**src/rtl/activation_unit_pipe.sv**
```systemverilog
// Two-stage, multi-lane activation (pass / ReLU / leaky / clamp) between the MAC
// accumulators and writeback, with valid/ready backpressure and a clamp-clip counter.

module activation_lane #(
  parameter int DATA_W     = 8,
  parameter int LEAK_SHIFT = 3,
  parameter int CLAMP_MAX  = 6
) (
  input  logic signed [DATA_W-1:0] i_x,
  input  logic        [1:0]        i_mode,
  output logic        [DATA_W-1:0] o_y,
  output logic                     o_sat
);
  localparam logic signed [DATA_W-1:0] CMAX = DATA_W'(CLAMP_MAX);

  logic w_neg;
  assign w_neg = i_x[DATA_W-1];

  always_comb begin
    o_y   = i_x;
    o_sat = 1'b0;
    case (i_mode)
      2'd1: if (w_neg) o_y = '0;
      // arithmetic shift floors toward -inf; the most negative value cannot overflow
      2'd2: if (w_neg) o_y = i_x >>> LEAK_SHIFT;
      2'd3: begin
        if (w_neg) begin
          o_y = '0;
        end else if (i_x > CMAX) begin
          o_y   = CMAX;
          o_sat = 1'b1;
        end
      end
      default: o_y = i_x;
    endcase
  end
endmodule

module activation_unit_pipe #(
  parameter int DATA_W     = 8,
  parameter int LANES      = 4,
  parameter int LEAK_SHIFT = 3,
  parameter int CLAMP_MAX  = 6,
  parameter int CNT_W      = 16
) (
  input  logic                    clk,
  input  logic                    rst,
  input  logic                    in_valid,
  output logic                    in_ready,
  input  logic [LANES*DATA_W-1:0] in_data,
  input  logic [1:0]              in_mode,
  output logic                    out_valid,
  input  logic                    out_ready,
  output logic [LANES*DATA_W-1:0] out_data,
  output logic [CNT_W-1:0]        sat_count,
  input  logic                    sat_clr
);
  typedef enum logic [1:0] {
    MODE_PASS  = 2'd0,
    MODE_RELU  = 2'd1,
    MODE_LEAKY = 2'd2,
    MODE_CLAMP = 2'd3
  } act_mode_e;

  typedef struct packed {
    act_mode_e                     mode;
    logic [LANES-1:0][DATA_W-1:0] data;
  } s1_t;

  logic [2:1]                   r_vld_pipe;
  s1_t                          r_s1;
  logic [LANES-1:0][DATA_W-1:0] r_out;
  logic [CNT_W-1:0]             r_cnt;

  logic                         w_s1_load;
  logic                         w_s2_load;
  logic [LANES-1:0][DATA_W-1:0] w_y;
  logic [LANES-1:0]             w_sat;
  logic [CNT_W:0]               w_inc;
  logic [CNT_W:0]               w_sum;

  // ready depends only on register state and out_ready, never on in_valid
  assign w_s2_load = !r_vld_pipe[2] || out_ready;
  assign w_s1_load = !r_vld_pipe[1] || w_s2_load;
  assign in_ready  = w_s1_load;
  assign out_valid = r_vld_pipe[2];
  assign out_data  = r_out;
  assign sat_count = r_cnt;

  always_ff @(posedge clk or negedge rst) begin
    if (!rst) begin
      r_vld_pipe[1] <= 1'b0;
      r_s1          <= '0;
    end else if (w_s1_load) begin
      r_vld_pipe[1] <= in_valid;
      if (in_valid) begin
        r_s1.mode <= act_mode_e'(in_mode);
        r_s1.data <= in_data;
      end
    end
  end

  for (genvar g = 0; g < LANES; g++) begin : g_lane
    activation_lane #(
      .DATA_W    (DATA_W),
      .LEAK_SHIFT(LEAK_SHIFT),
      .CLAMP_MAX (CLAMP_MAX)
    ) u_lane (
      .i_x   (r_s1.data[g]),
      .i_mode(r_s1.mode),
      .o_y   (w_y[g]),
      .o_sat (w_sat[g])
    );
  end

  always_ff @(posedge clk or negedge rst) begin
    if (!rst) begin
      r_vld_pipe[2] <= 1'b0;
      r_out         <= '0;
    end else if (w_s2_load) begin
      r_vld_pipe[2] <= r_vld_pipe[1];
      if (r_vld_pipe[1]) r_out <= w_y;
    end
  end

  // clipped lanes count only when a valid beat actually moves into stage 2
  always_comb begin
    w_inc = '0;
    if (w_s2_load && r_vld_pipe[1]) begin
      for (int i = 0; i < LANES; i++) w_inc = w_inc + (CNT_W+1)'(w_sat[i]);
    end
    w_sum = {1'b0, r_cnt} + w_inc;
  end

  always_ff @(posedge clk or negedge rst) begin
    if (!rst)              r_cnt <= '0;
    else if (sat_clr)      r_cnt <= '0;
    else if (w_sum[CNT_W]) r_cnt <= '1;
    else                   r_cnt <= w_sum[CNT_W-1:0];
  end
endmodule
```
**config.mk**
```make
export PLATFORM = sky130hd
export DESIGN_NAME = activation_unit_pipe
export DESIGN_NICKNAME = d
export VERILOG_FILES = /design/src/rtl/activation_unit_pipe.sv
export SDC_FILE = /design/constraint.sdc
export NUM_CORES = 1
export LEC_CHECK = 0
export ABC_CLOCK_PERIOD_IN_PS = 6700
export CAP_MARGIN = 20
export CORE_MARGIN = 3
export CORE_UTILIZATION = 45
export CTS_BUF_LIST = sky130_fd_sc_hd__clkbuf_16
export DETAILED_ROUTE_END_ITERATION = 6
export PLACE_DENSITY = 0.75
export SKIP_LAST_GASP = 1
export SYNTH_ARGS = -nofsm -noshare
export SYNTH_HDL_FRONTEND = slang
export SYNTH_HIERARCHICAL = 1
export SYNTH_SLANG_ARGS = --single-unit
```
**constraint.sdc**
```tcl
create_clock -name clk -period 6.7 [get_ports clk]
set_clock_uncertainty 0.2 [all_clocks]
set_input_delay 1.005 -clock clk [delete_from_list [all_inputs] [get_ports clk]]
set_output_delay 1.005 -clock clk [all_outputs]
set_load 0.02 [all_outputs]
```
Yosys cells after proc, flatten, opt, wreduce, memory -nomap -nowiden:

Index checks and enable logic that the tools add are counted.

* mux-type cells: 35
* shifts and indexed selects: 0
* divide/modulo/power cells: 0
* $mul: 0
* reduce and logical (&&, ||, !) cells: 7
* add/subtract/negate cells: 4
* bitwise gates (word level): 0
* magnitude comparators: 4
* equality and inequality tests: 3

Operator list (count)
* case mux 8 bit (3 select lines): 4
* two-way mux 8 bit: 8
* two-way mux 7 bit: 8
* greater-than comparator 8 x 4 -> 1 bit, second input constant: 4
* two-way mux 16 bit: 2
* adder 16 x 17 -> 17 bit: 1
* two-way mux 1 bit: 12
* adder 3 x 1 -> 4 bit: 1
* equality test 2 bit, second input constant: 2
* two-way mux 4 bit: 1
* AND reduction 2 bit: 2
* adder 2 x 1 -> 3 bit: 1
* adder 1 x 1 -> 2 bit: 1
* equality test 2 x 1 -> 1 bit, second input constant: 1
* zero test 1 bit: 2
* logical OR 1 bit: 2
* logical AND 1 bit: 1

* output and inout port bits: 50
* bits in latches: 0
* ROM bits: 0
* bits in registers: 84
* word-level logic and storage cells: 65
* memories kept: 0
* memory bits (writable): 0

Logic depth before layout (Yosys ltp):

Gate-level depths: netlist of the first run.

* depth after elaboration: 11
* depth in mapped cells: 12
* gate-level depth less buffers: 12

Hierarchy:

Netlist of the first run, hierarchy kept.

Modules (own cells, without submodules)
* activation_unit_pipe: sequential area each 2102.0 sq um, instances 1, cells an instance 239, area an instance 3485.8 sq um
* activation_lane: sequential area each 0.0 sq um, instances 4, cells an instance 34, area an instance 214.0 sq um

Worst setup path after synthesis of the first run:

OpenSTA, ideal clock, no wires.

* kind: flip-flop to flip-flop
* from: register r_s1[4] (netlist name)
* to: register r_cnt[8] (netlist: sat_count[8])
* cell stages (with the launch flop): 13
* buffers on the path: 0
* period minus slack after synthesis: 3.728 ns
* slack: 2.972 ns
* arrival: 3.434 ns
* cells stage by stage: dfrtp_1 or3_4 o311ai_4 nor2_1 fa_1 ha_1 ha_1 and3_1 fa_1 a21oi_1 nor3_4 nor2b_1 a211oi_1

* cells in the longest elaborated chain, start to end: 11

RTL lines
* from (decl): RTL line 71 `s1_t r_s1;`
* greater-than comparator 8 x 4 -> 1 bit: RTL line 29 `end else if (i_x > CMAX) begin`
* two-way mux 1 bit: RTL line 29
* two-way mux 1 bit: RTL line 27 `if (w_neg) begin`
* two-way mux 1 bit: RTL line 22 `case (i_mode)`
* net w_sat[0]: RTL line 78 `logic [LANES-1:0] w_sat;`
* adder 1 x 1 -> 2 bit: RTL line 130 `for (int i = 0; i < LANES; i++) w_inc = w_inc + (CNT_W+1)'(w_sat[i]);`
* adder 2 x 1 -> 3 bit: RTL line 130
* adder 3 x 1 -> 4 bit: RTL line 130
* two-way mux 4 bit: RTL line 129 `if (w_s2_load && r_vld_pipe[1]) begin`
* adder 16 x 17 -> 17 bit: RTL line 132 `w_sum = {1'b0, r_cnt} + w_inc;`
* two-way mux 16 bit: RTL line 138 `else if (w_sum[CNT_W]) r_cnt <= '1;`
* two-way mux 16 bit: RTL line 137 `else if (sat_clr) r_cnt <= '0;`
* to (signal assigned): RTL line 139 `else r_cnt <= w_sum[CNT_W-1:0];`
* to (decl): RTL line 73 `logic [CNT_W-1:0] r_cnt;`

The timed path passes the listed nets, and every way through them passes these cells.
A chain may end at the register's enable or synchronous reset.

Worst setup path after layout of the first run:

* from: register r_s1[33] (netlist name)
* to: register r_cnt[3] (netlist: sat_count[3])

* cells in the longest elaborated chain, start to end: 9
* elaborated cells on any way between the ends: 12
* those cells by class: 4 x add/sub; 1 x eq/ne; 7 x mux

RTL lines (RTL line)
* equality test 2 bit: 22
* two-way mux 1 bit: 22
* net w_sat[1]: 78
* adder 1 x 1 -> 2 bit: 130
* adder 2 x 1 -> 3 bit: 130
* adder 3 x 1 -> 4 bit: 130
* two-way mux 4 bit: 129
* adder 16 x 17 -> 17 bit: 132
* two-way mux 16 bit: 138
* two-way mux 16 bit: 137

The timed path passes the listed nets, and every way through them passes these cells.

==> run summary, run 1 <==
Status - completed
Initial DRC Count - 174
Initial Util - 46.5%
Synthesized flop and latch total - 84
Count of input and output buffers - 88
Critical Path End - sat_count[3]$_DFF_PN0_
# diodes - 0
Critical path's largest stage delay - 1000 ps
Clock transition at the registers of the reported paths - 70 ps
Clk_lat worst skew - 330 ps
Wire length per cell - 16.1 µm
Peak VDD IR - 0.161 mV
Final Util - 60.3%
Syn Area/Cell - 11.6 µm²
EDFF count, synth - 0
Final Cycle Share - 63.5%
WL final - 9530 µm
Critical path cell sequence - o311ai_4, nor2_1, fa_1, ha_1, ha_1, and3_1, fa_1, a21oi_1, nor3_4, nand2_1, a21oi_1
Via density - 5.44
Fraction of registers with async set/reset - 100%
Post-CTS Setup Bufs - 0
Sink Count - 84
Antenna violations before repair - 0
Critical path class - flip-flop to flip-flop
Fin. max-slew vios - 0
Static leakage power - 2.35 nW
Hold path depth - 1
CP required - 6690 ps
Max-slew headroom - 35.5%
Commonest non-fill, non-tap cell in the layout - clkdlybuf4s50_1
Die X - 104 µm
Post-Syn Area - 0.00434 mm²
Max capacitance violation total - 0
Largest net degree at the start of global routing - 85
Grt total ovfl - 0
Crit path max fanout - 53
Die height - 104 µm
Post-route minimum period - 4250 ps
Filler cells - 778
Final count of hold timing violations - 0
Die area - 0.0109 mm²
Number of nets still failing antenna checks after routing - 0
Detailed placer's ending HPWL - 6860 µm
Core ar. - 0.00933 mm²
Share of cells above drive strength 1 - 20.5%
Synthesized instance count - 375
Ports - 89
PwrDens - 297 mW/mm²
Setup TNS - 0 ps
Total CTS buffers - 9
Worst r2r src - r_s1[33]$_DFFE_PN0P_
WHS - 294 ps
Hold_buf cts - 0
R2R Path End - sat_count[3]$_DFF_PN0_
Post-synthesis cell type count - 46
Yosys top cell by area - dfrtp_1
Fmax - 235 MHz
Hold path start - out_data[28]$_DFFE_PN0P_
Layout Area Growth over Synthesis - 29.5%
CP max-delay cell - dfrtp_2
Net count of the finished layout - 504
H-tree levels - 3
Global Route Usage Sum - 18.3%
R2r setup slk - 2450 ps
Startpoint Class - flip-flop
Storage element area - 0.00210 mm²
Most frequent cells in the layout - clkdlybuf4s50_1 (87), dfrtp_1 (83), mux2_2 (58)
Worst Setup End Kind - flip-flop
Sequential area share after synthesis - 48.4%
Vias - 3218
Router iterations before antenna repair - 4
First-pass GRT wire length - 16200 µm
Synth Warn # - 6
Multi-input combinational cell area - 0.00213 mm²
Top cells by area, synth - dfrtp_1 (48%), mux2_2 (15%), a21oi_1 (3.5%)
Synthesized net count - 421
Vias in the first global route - 3199
RD Place Congestion - 0.781
Rows - 35
Final setup fails - 0
DRC errors left - 0
Crit path DAT - 4240 ps
CTS Buffer Depth - 2
Post-synth top area share - 48.4%
CTS tree - yes
HP Class - flip-flop to flip-flop
RSZ-0062 raised after global routing - no
Critical Path Source - r_s1[33]$_DFFE_PN0P_
Synth Flop Type - dfrtp_1
Worst-Margin Slew - 968 ps
Resized Gates After CTS - 0
Clock root buffer - clkbuf_16
Cells on worst reg2reg path - 11
-- how the worst min path moves through the flow --
stage                     slack [ps]                        to
after floorplan                  290      r_s1[10]$_DFFE_PN0P_
after global placement           280  out_data[17]$_DFFE_PN0P_
after detailed placement         290  out_data[16]$_DFFE_PN0P_
after CTS                        300  out_data[16]$_DFFE_PN0P_
after global routing             320  out_data[16]$_DFFE_PN0P_
final                            290  out_data[28]$_DFFE_PN0P_
-- critical path: cells and delay by family, from the launching register on --
kind	cells	cell delay, ps
fa+ha+maj	4	1380
compound gates	3	710
flops	1	1000
simple gates	4	810
-- cells by family after synthesis --
family | share of synthesized area (%)
flip-flops | 48.4
AND/OR/NAND/NOR | 12.1
multiplexers | 17.1
AO/OA/AOI/OAI | 16.3
XOR/XNOR | 1.21
adder cells (fa/ha/maj) | 2.36
buffers and inverters | 2.56
-- area by class of cell --
type	count	share of cell area, %
clock buffers	9	4.00
clock inverters	7	1.05
inverters	5	0.334
multi-input cells	266	37.8
flip-flops and latches	84	37.4
well taps	129	2.87
repair buffers	92	16.5
-- report_power, final --
part | leakage [nW] | switching (mW) | internal, mW | total (mW)
clock | 0.138 | 0.210 | 0.257 | 0.467
sequential | 1.04 | 0.0969 | 0.606 | 0.703
combinational | 1.18 | 0.232 | 0.270 | 0.503
-- Yosys cell counts (5+ instances only) --
cell type / instances
dfrtp_1: 84
nor2_1: 16
nand2b_1: 7
nand2_1: 27
inv_1: 5
mux2_1: 8
ha_1: 5
a21o_1: 5
and3_1: 8
clkbuf_1: 5
mux2_2: 58
a32oi_1: 8
xnor2_1: 5
o21ai_0: 22
nand3_1: 6
nor2b_1: 9
buf_2: 14
a21oi_1: 30
-- per-stage QoR --
stage	worst slack [ps]	cell area (µm²)	instances	power (mW)
final	2450	5620	592	1.67
after global routing	2260	5620	592	1.76
after CTS	2520	5600	591	1.69
after detailed placement	2540	5310	575	1.22
after global placement	2690	5310	575	1.20
after floorplan	2970	4340	375	0.984
-- routing by layer --
layer | GRT usage, % | share of wire (%) | vias to the layer above
met4 | 5.51 | 1.0 | 0
met1 | 23.5 | 44 | 1591
met5 | 0 | 0 | -
met3 | 4.53 | 4.1 | 8
met2 | 30.6 | 51 | 76
li1 | - | - | 1543
-- sequential cells by signal, summed over array words and instances, names as in the netlist --
register	flops
out_data	32
out_valid	1
r_s1	34
r_vld_pipe	1
sat_count	16
(Power assumes the default switching activity.)
==> run 2: changes to the inputs <==
- ABC_CLOCK_PERIOD_IN_PS: 6700 -> 3500
- PLACE_DENSITY: 0.75 -> 0.78
- clock period: 6.7 -> 3.5 ns (I/O delays scaled with it)
==> run 2 against run 1 <==
The run now ends with negative setup slack left. Worst setup slack worse by 2600 ps. Largest cell class unchanged. Clock power increased by 110%. Die area unchanged. Cell count increased by 6.3%. Fmax grew 16%. Wire length is 9.3% higher. Critical path type unchanged. First-iteration DRC count rose by 0.57%. Sequential cell count stayed put. Sequential share of layout area down 2.8 points. Via count rose by 6.3%. Cell area rose by 8.1%.
==> run summary, run 2 (synthesis gave the netlist of run 1 again) <==
Status - complete, but fails checks
Failing checks - negative setup slack
Placed cell areas - 0.00563 mm² (+6.0%)
Via density - 5.44 (about the same)
Share of cells above drive strength 1 - 29.6% (+9.1 points)
Final WS setup - -172 ps (-2620 ps)
Multi-input combinational cell area - 0.00228 mm² (+7.3%)
Rows - 35 (unchanged)
Final setup fails - 16 (+16)
Clock root buffer - clkbuf_16
DRC errors left - 0 (unchanged)
Initial Util - 46.5% (unchanged)
Core ar. - 0.00933 mm² (unchanged)
Ports - 89 (unchanged)
Clock transition at the registers of the reported paths - 60 ps (about the same)
PwrDens - 562 mW/mm² (+89%)
Die height - 104 µm (unchanged)
Max FFs per register - 34 (unchanged)
Critical path class - flip-flop to flip-flop
First-pass GRT wire length - 17400 µm (+7.4%)
HP Class - primary input to async pin
Detailed placer's ending HPWL - 7380 µm (+7.6%)
Die area - 0.0109 mm² (unchanged)
Fin. max-slew vios - 0 (unchanged)
Crit path max fanout - 7 (-87%)
RD Place Congestion - 0.793 (+1.5%)
Int Power - 2.37 mW (+110%)
Largest net degree at the start of global routing - 68 (-20%)
Largest reg by FF count - r_s1
Post-route design area - 0.00608 mm² (+8.1%)
Vias in the first global route - 3536 (+11%)
CTS Buffer Depth - 2 (unchanged)
Crit path DAT - 3660 ps (-580 ps)
Wire length per cell - 16.6 µm (+2.9%)
Layout Area Growth over Synthesis - 40.0%
Post-route minimum period - 3670 ps (-582 ps)
Sink Count - 84 (unchanged)
Clk_lat worst skew - 330 ps (about the same)
Power share of the combinational group - 32.9% (+2.8 points)
Filler cells - 706 (-9.3%)
Startpoint Class - flip-flop
Net count of the finished layout - 541 (+7.3%)
RSZ-0062 raised after global routing - yes
Number of nets still failing antenna checks after routing - 0 (unchanged)
Sw Ratio - 30.6% (-1.7 points)
Router iterations before antenna repair - 4 (unchanged)
Total CTS buffers - 9 (unchanged)
Peak VDD IR - 0.391 mV (+140%)
Most frequent cells in the layout - clkdlybuf4s50_1 (87), dfrtp_1 (83), mux2_2 (58)
H-tree levels - 3 (unchanged)
Placed insts - 610 (+6.1%)
Reg power frac - 37.8% (-4.2 points)
Initial DRC Count - 175 (+0.57%)
Tot Pwr - 3.42 mW (+100%)
Vias - 3421 (+6.3%)
Setup WS pre-CTS - -220 ps (-2760 ps)
Storage element area - 0.00210 mm² (unchanged)
Max capacitance violation total - 0 (unchanged)
WL final - 10400 µm (+9.3%)
Count of input and output buffers - 88 (unchanged)
Clock power frac - 29.3% (+1.4 points)
Commonest non-fill, non-tap cell in the layout - clkdlybuf4s50_1
Final Cycle Share - 105% (+41 points)
Fmax - 272 MHz (+16%)
Die X - 104 µm (unchanged)
Global Route Usage Sum - 19.7% (+1.4 points)
Final instance count without filler cells - 629 (+6.3%)
CTS tree - yes
Antenna violations before repair - 0 (unchanged)
Grt total ovfl - 0 (unchanged)
Final count of hold timing violations - 0 (unchanged)
Max-slew headroom - 43.2% (+7.7 points)
# diodes - 0 (unchanged)
Psw - 1.05 mW (+94%)
Worst Setup End Kind - flip-flop
CP required - 3490 ps (-3200 ps)
Worst-Margin Slew - 852 ps (-116 ps)
Static leakage power - 2.54 nW (+7.8%)
[run 2: cell count changes in the layout (fill, tap and decap cells not counted), moves of 3 or more]
cell / previous run / this run
buf_4: 4 / 40
ha_1: 5 / 0
ha_4: 0 / 5
a21oi_1: 30 / 27
nor2_1: 16 / 13
nor2_2: 0 / 3
[run 2: metal layers]
metal | track usage, % | part of all wire [%] | vias to the layer above
met2 | 33.2 | 51 | 88
met1 | 25.1 | 43 | 1706
met3 | 4.78 | 4.9 | 12
met5 | 0 | 0 | -
li1 | - | - | 1615
met4 | 5.70 | 1.5 | 0
[run 2: layout make-up]
cell class	count	area share, %
well taps	129	2.66
clock inverters	7	1.50
inverters	5	0.309
flip-flops and latches	84	34.6
multi-input cells	266	37.6
clock buffers	9	3.71
repair buffers	129	19.6
[run 2: worst paths after layout]
check	start	endpoint	slack [ps]	cells after the start
max reg2reg	r_s1[28]$_DFFE_PN0P_	sat_count[8]$_DFF_PN0_	-170	12
min	rst	out_data[6]$_DFFE_PN0P_	90	1
max in group asynchronous	rst	r_s1[22]$_DFFE_PN0P_	2290	2
max	r_s1[28]$_DFFE_PN0P_	sat_count[8]$_DFF_PN0_	-170	12
min reg2reg	out_data[7]$_DFFE_PN0P_	out_data[7]$_DFFE_PN0P_	300	1
min in group clk	out_data[7]$_DFFE_PN0P_	out_data[7]$_DFFE_PN0P_	300	1
[run 2: critical path, cell delays in order (launching register included)]
cell and delay, ps:
dfrtp_1 380, or3_4 410, o311ai_4 300, nor2_2 80
fa_1 520, ha_4 200, ha_4 260, and3_4 200
fa_2 270, a21oi_4 90, nor3_4 320, nor2b_4 240
a211oi_2 70
[run 2: timing repair]
item | 4_1_cts | 5_1_grt
endpoints found under the setup margin | 16 | 16
buffers inserted | 3 | 1
resized for setup | 16 | 3
hold buffers | 0 | 0
pin swaps | 16 | 5
gates cloned | 0 | 0
[run 2: per-stage QoR]
stage | setup TNS [ps] | util, % | hold slack [ps]
floorplan | 0 | - | 29.4
global placement | -1050 | 60.4 | 279
detailed placement | -2460 | 60.4 | 281
CTS | -1500 | 64.9 | 133
global route | -3800 | 65.2 | 165
finish | -2150 | 65.2 | 90.2
[run 2: power by group through the flow]
| stage | combinational [mW] | clock [mW] | sequential, mW |
|---|---|---|---|
| finish | 1.13 | 1.00 | 1.29 |
| global route | 1.22 | 1.06 | 1.31 |
| CTS | 1.14 | 1.02 | 1.29 |
| detailed placement | 1.11 | 0 | 1.30 |
| global placement | 1.08 | 0 | 1.30 |
| floorplan | 0.440 | 0 | 1.45 |
==> edit: new RTL, config.mk and constraints of run 1 <==
Register the input `in_mode` before use. The logic sees it one clock later. The other inputs are not delayed to match.
--- a/src/rtl/activation_unit_pipe.sv
+++ b/src/rtl/activation_unit_pipe.sv
@@ -67,6 +67,12 @@
     logic [LANES-1:0][DATA_W-1:0] data;
   } s1_t;
 
+  logic [1:0] in_mode_q;
+
+  always_ff @(posedge clk) begin
+    in_mode_q <= in_mode;
+  end
+
   logic [2:1]                   r_vld_pipe;
   s1_t                          r_s1;
   logic [LANES-1:0][DATA_W-1:0] r_out;
@@ -94,7 +100,7 @@
     end else if (w_s1_load) begin
       r_vld_pipe[1] <= in_valid;
       if (in_valid) begin
-        r_s1.mode <= act_mode_e'(in_mode);
+        r_s1.mode <= act_mode_e'(in_mode_q);
         r_s1.data <= in_data;
       end
     end
Behaviour: not the same (a bounded check fails within 4 cycles, from zero or initial values and one cycle with rst low).
==> edit against run 1 <==
Maximum frequency up 0.56%. Sequential cell count grew 2. Total power up 3.4%. Hold slack worse by 0.032 ns. Area after synthesis is 0.92% higher. Design area rose by 1.0%. Via count rose by 2.5%. Routed wire length rose by 2.3%. Setup slack gained 0.024 ns.
==> edit: results (changes against run 1) <==
Syn_area_per_cell = 11.6 um^2 (about the same)
Largest net degree at the start of global routing = 85 (unchanged)
CTS clk-pin slew, worst paths = 0.06 ns
Via density per instance = 5.56 (was 5.44)
Antenna violations before repair = 0 (unchanged)
Postcts setup bufs = 0 (unchanged)
CP delay by family, top = adder cells (unchanged)
Most flops, register = r_s1 (unchanged)
Ant. Diodes = 0 (unchanged)
Max incr delay on CP = 0.80 ns (was 1.00 ns)
Post-synth ARST share = 0.977 (was 1.00)
Synth top cells by count = dfrtp_1, mux2_2, a21oi_1 (unchanged)
P_leak = 2.38 nW (was 2.35 nW)
DP HPWL = 6810 um (was 6860 um)
Post-CTS Resized = 0 (unchanged)
Worst slew pin tran = 0.967 ns (was 0.968 ns)
CTS HTree Levels = 3 (unchanged)
Register area share after synthesis = 0.489 (was 0.484)
Status = finished clean (unchanged)
Syn Nets = 423 (was 421)
Total track usage = 0.181 (was 0.183)
R2R cell count = 12 (was 11)
Hold depth = 1 (unchanged)
Yosys warnings = 6 (unchanged)
HP Class = flop to flop (unchanged)
CTS root buf = clkbuf_16 (unchanged)
Post-synth EDFFs = 0 (unchanged)
Vias post-DR = 3298 (was 3218)
Critical Path AT = 4.21 ns (was 4.24 ns)
Worst-Skew Late Latency = 0.33 ns (about the same)
Unique masters post-synth = 47 (was 46)
Max VDD drop = 0.000157 V (was 0.000161 V)
DRT Pass-1 Iters = 4 (unchanged)
Final #Nets = 506 (was 504)
Wire length per cell = 16.4 um (was 16.1 um)
First-pass GRT wire length = 16300 um (was 16200 um)
Routability cong. = 0.816 (was 0.781)
Cts bufs inserted = 9 (unchanged)
Top cells by area, synth = dfrtp_1, mux2_2, a21oi_1, o21ai_0, o311ai_4 (unchanged)
Worst Path Max Fanout = 22 (was 53)
Placed cell count = 577 (was 575)
Drt initial violations = 158 (was 174)
Max FFs per register = 34 (unchanged)
Layout cells sized above 1 = 0.198 (was 0.205)
CP max stage cell = dfrtp_1 (was dfrtp_2)
CTS Buffer Depth = 2 (unchanged)
PortBufs = 88 (unchanged)
==> edit: cell count changes after synthesis <==
cell	change
dfxtp_1	+2
==> edit: layout make-up <==
| cell class | instances | area, um^2 |
|---|---|---|
| Tap cell | 129 | 161 |
| Sequential cell | 86 | 2140 |
| Clock buffer | 9 | 225 |
| Inverter | 5 | 18.8 |
| Fill cell | 771 | 3690 |
| Multi-Input combinational cell | 266 | 2130 |
| Clock inverter | 6 | 77.6 |
| Timing Repair Buffer | 92 | 928 |
==> edit: worst reg2reg max path, cell delays in order, from the launching register on <==
cell	delay, ns
dfrtp_1	0.80
buf_4	0.37
o311ai_4	0.14
nor2_1	0.17
fa_1	0.43
ha_1	0.19
ha_1	0.26
and3_1	0.17
fa_1	0.47
a21oi_1	0.36
nor3_4	0.12
nand2_1	0.27
a31oi_1	0.13
==> edit: worst paths after layout <==
path	startpoint	slack [ns]	endpoint
min in group asynchronous	rst	0.44	sat_count[15]$_DFF_PN0_
hold reg to reg	in_mode_q[1]$_DFF_P_	0.26	r_s1[33]$_DFFE_PN0P_
max in group asynchronous	rst	5.25	r_s1[33]$_DFFE_PN0P_
setup reg to reg	r_s1[32]$_DFFE_PN0P_	2.47	sat_count[13]$_DFF_PN0_
setup / recovery	r_s1[32]$_DFFE_PN0P_	2.47	sat_count[13]$_DFF_PN0_
hold / removal	in_mode_q[1]$_DFF_P_	0.26	r_s1[33]$_DFFE_PN0P_
==> edit: metal layers <==
metal	wire length [um]	part of all wire	vias up	track usage
li1	-	-	1545	-
met1	4330	0.44	1640	0.240
met2	4780	0.49	96	0.290
met3	470	0.048	17	0.0352
met4	172	0.018	0	0.0787
met5	0	0	-	0
==> edit: kinds of logic after synthesis <==
kind of cell	after synthesis	share of synthesized area
flops	86	0.489
simple gates	93	0.120
compound gates	94	0.161
buf+inv	25	0.0254
xor+xnor	6	0.0120
mux	66	0.170
fa+ha+maj	7	0.0234
==> edit: per-stage QoR <==
stage	area, um^2	hold slack [ns]	total power [mW]	setup slack, ns
after floorplan	4380	0.240	0.998	2.97
after global placement	5350	0.246	1.21	2.62
after detailed placement	5350	0.253	1.23	2.48
after CTS	5660	0.267	1.74	2.48
after global routing	5680	0.286	1.82	2.21
final	5680	0.262	1.73	2.47
==> edit: where the power goes <==
| group | internal [mW] | total [mW] | switching [mW] |
|---|---|---|---|
| Sequential | 0.619 | 0.720 | 0.101 |
| Clock | 0.320 | 0.506 | 0.186 |
| Combinational | 0.271 | 0.502 | 0.231 |
| Total | 1.21 | 1.73 | 0.518 |
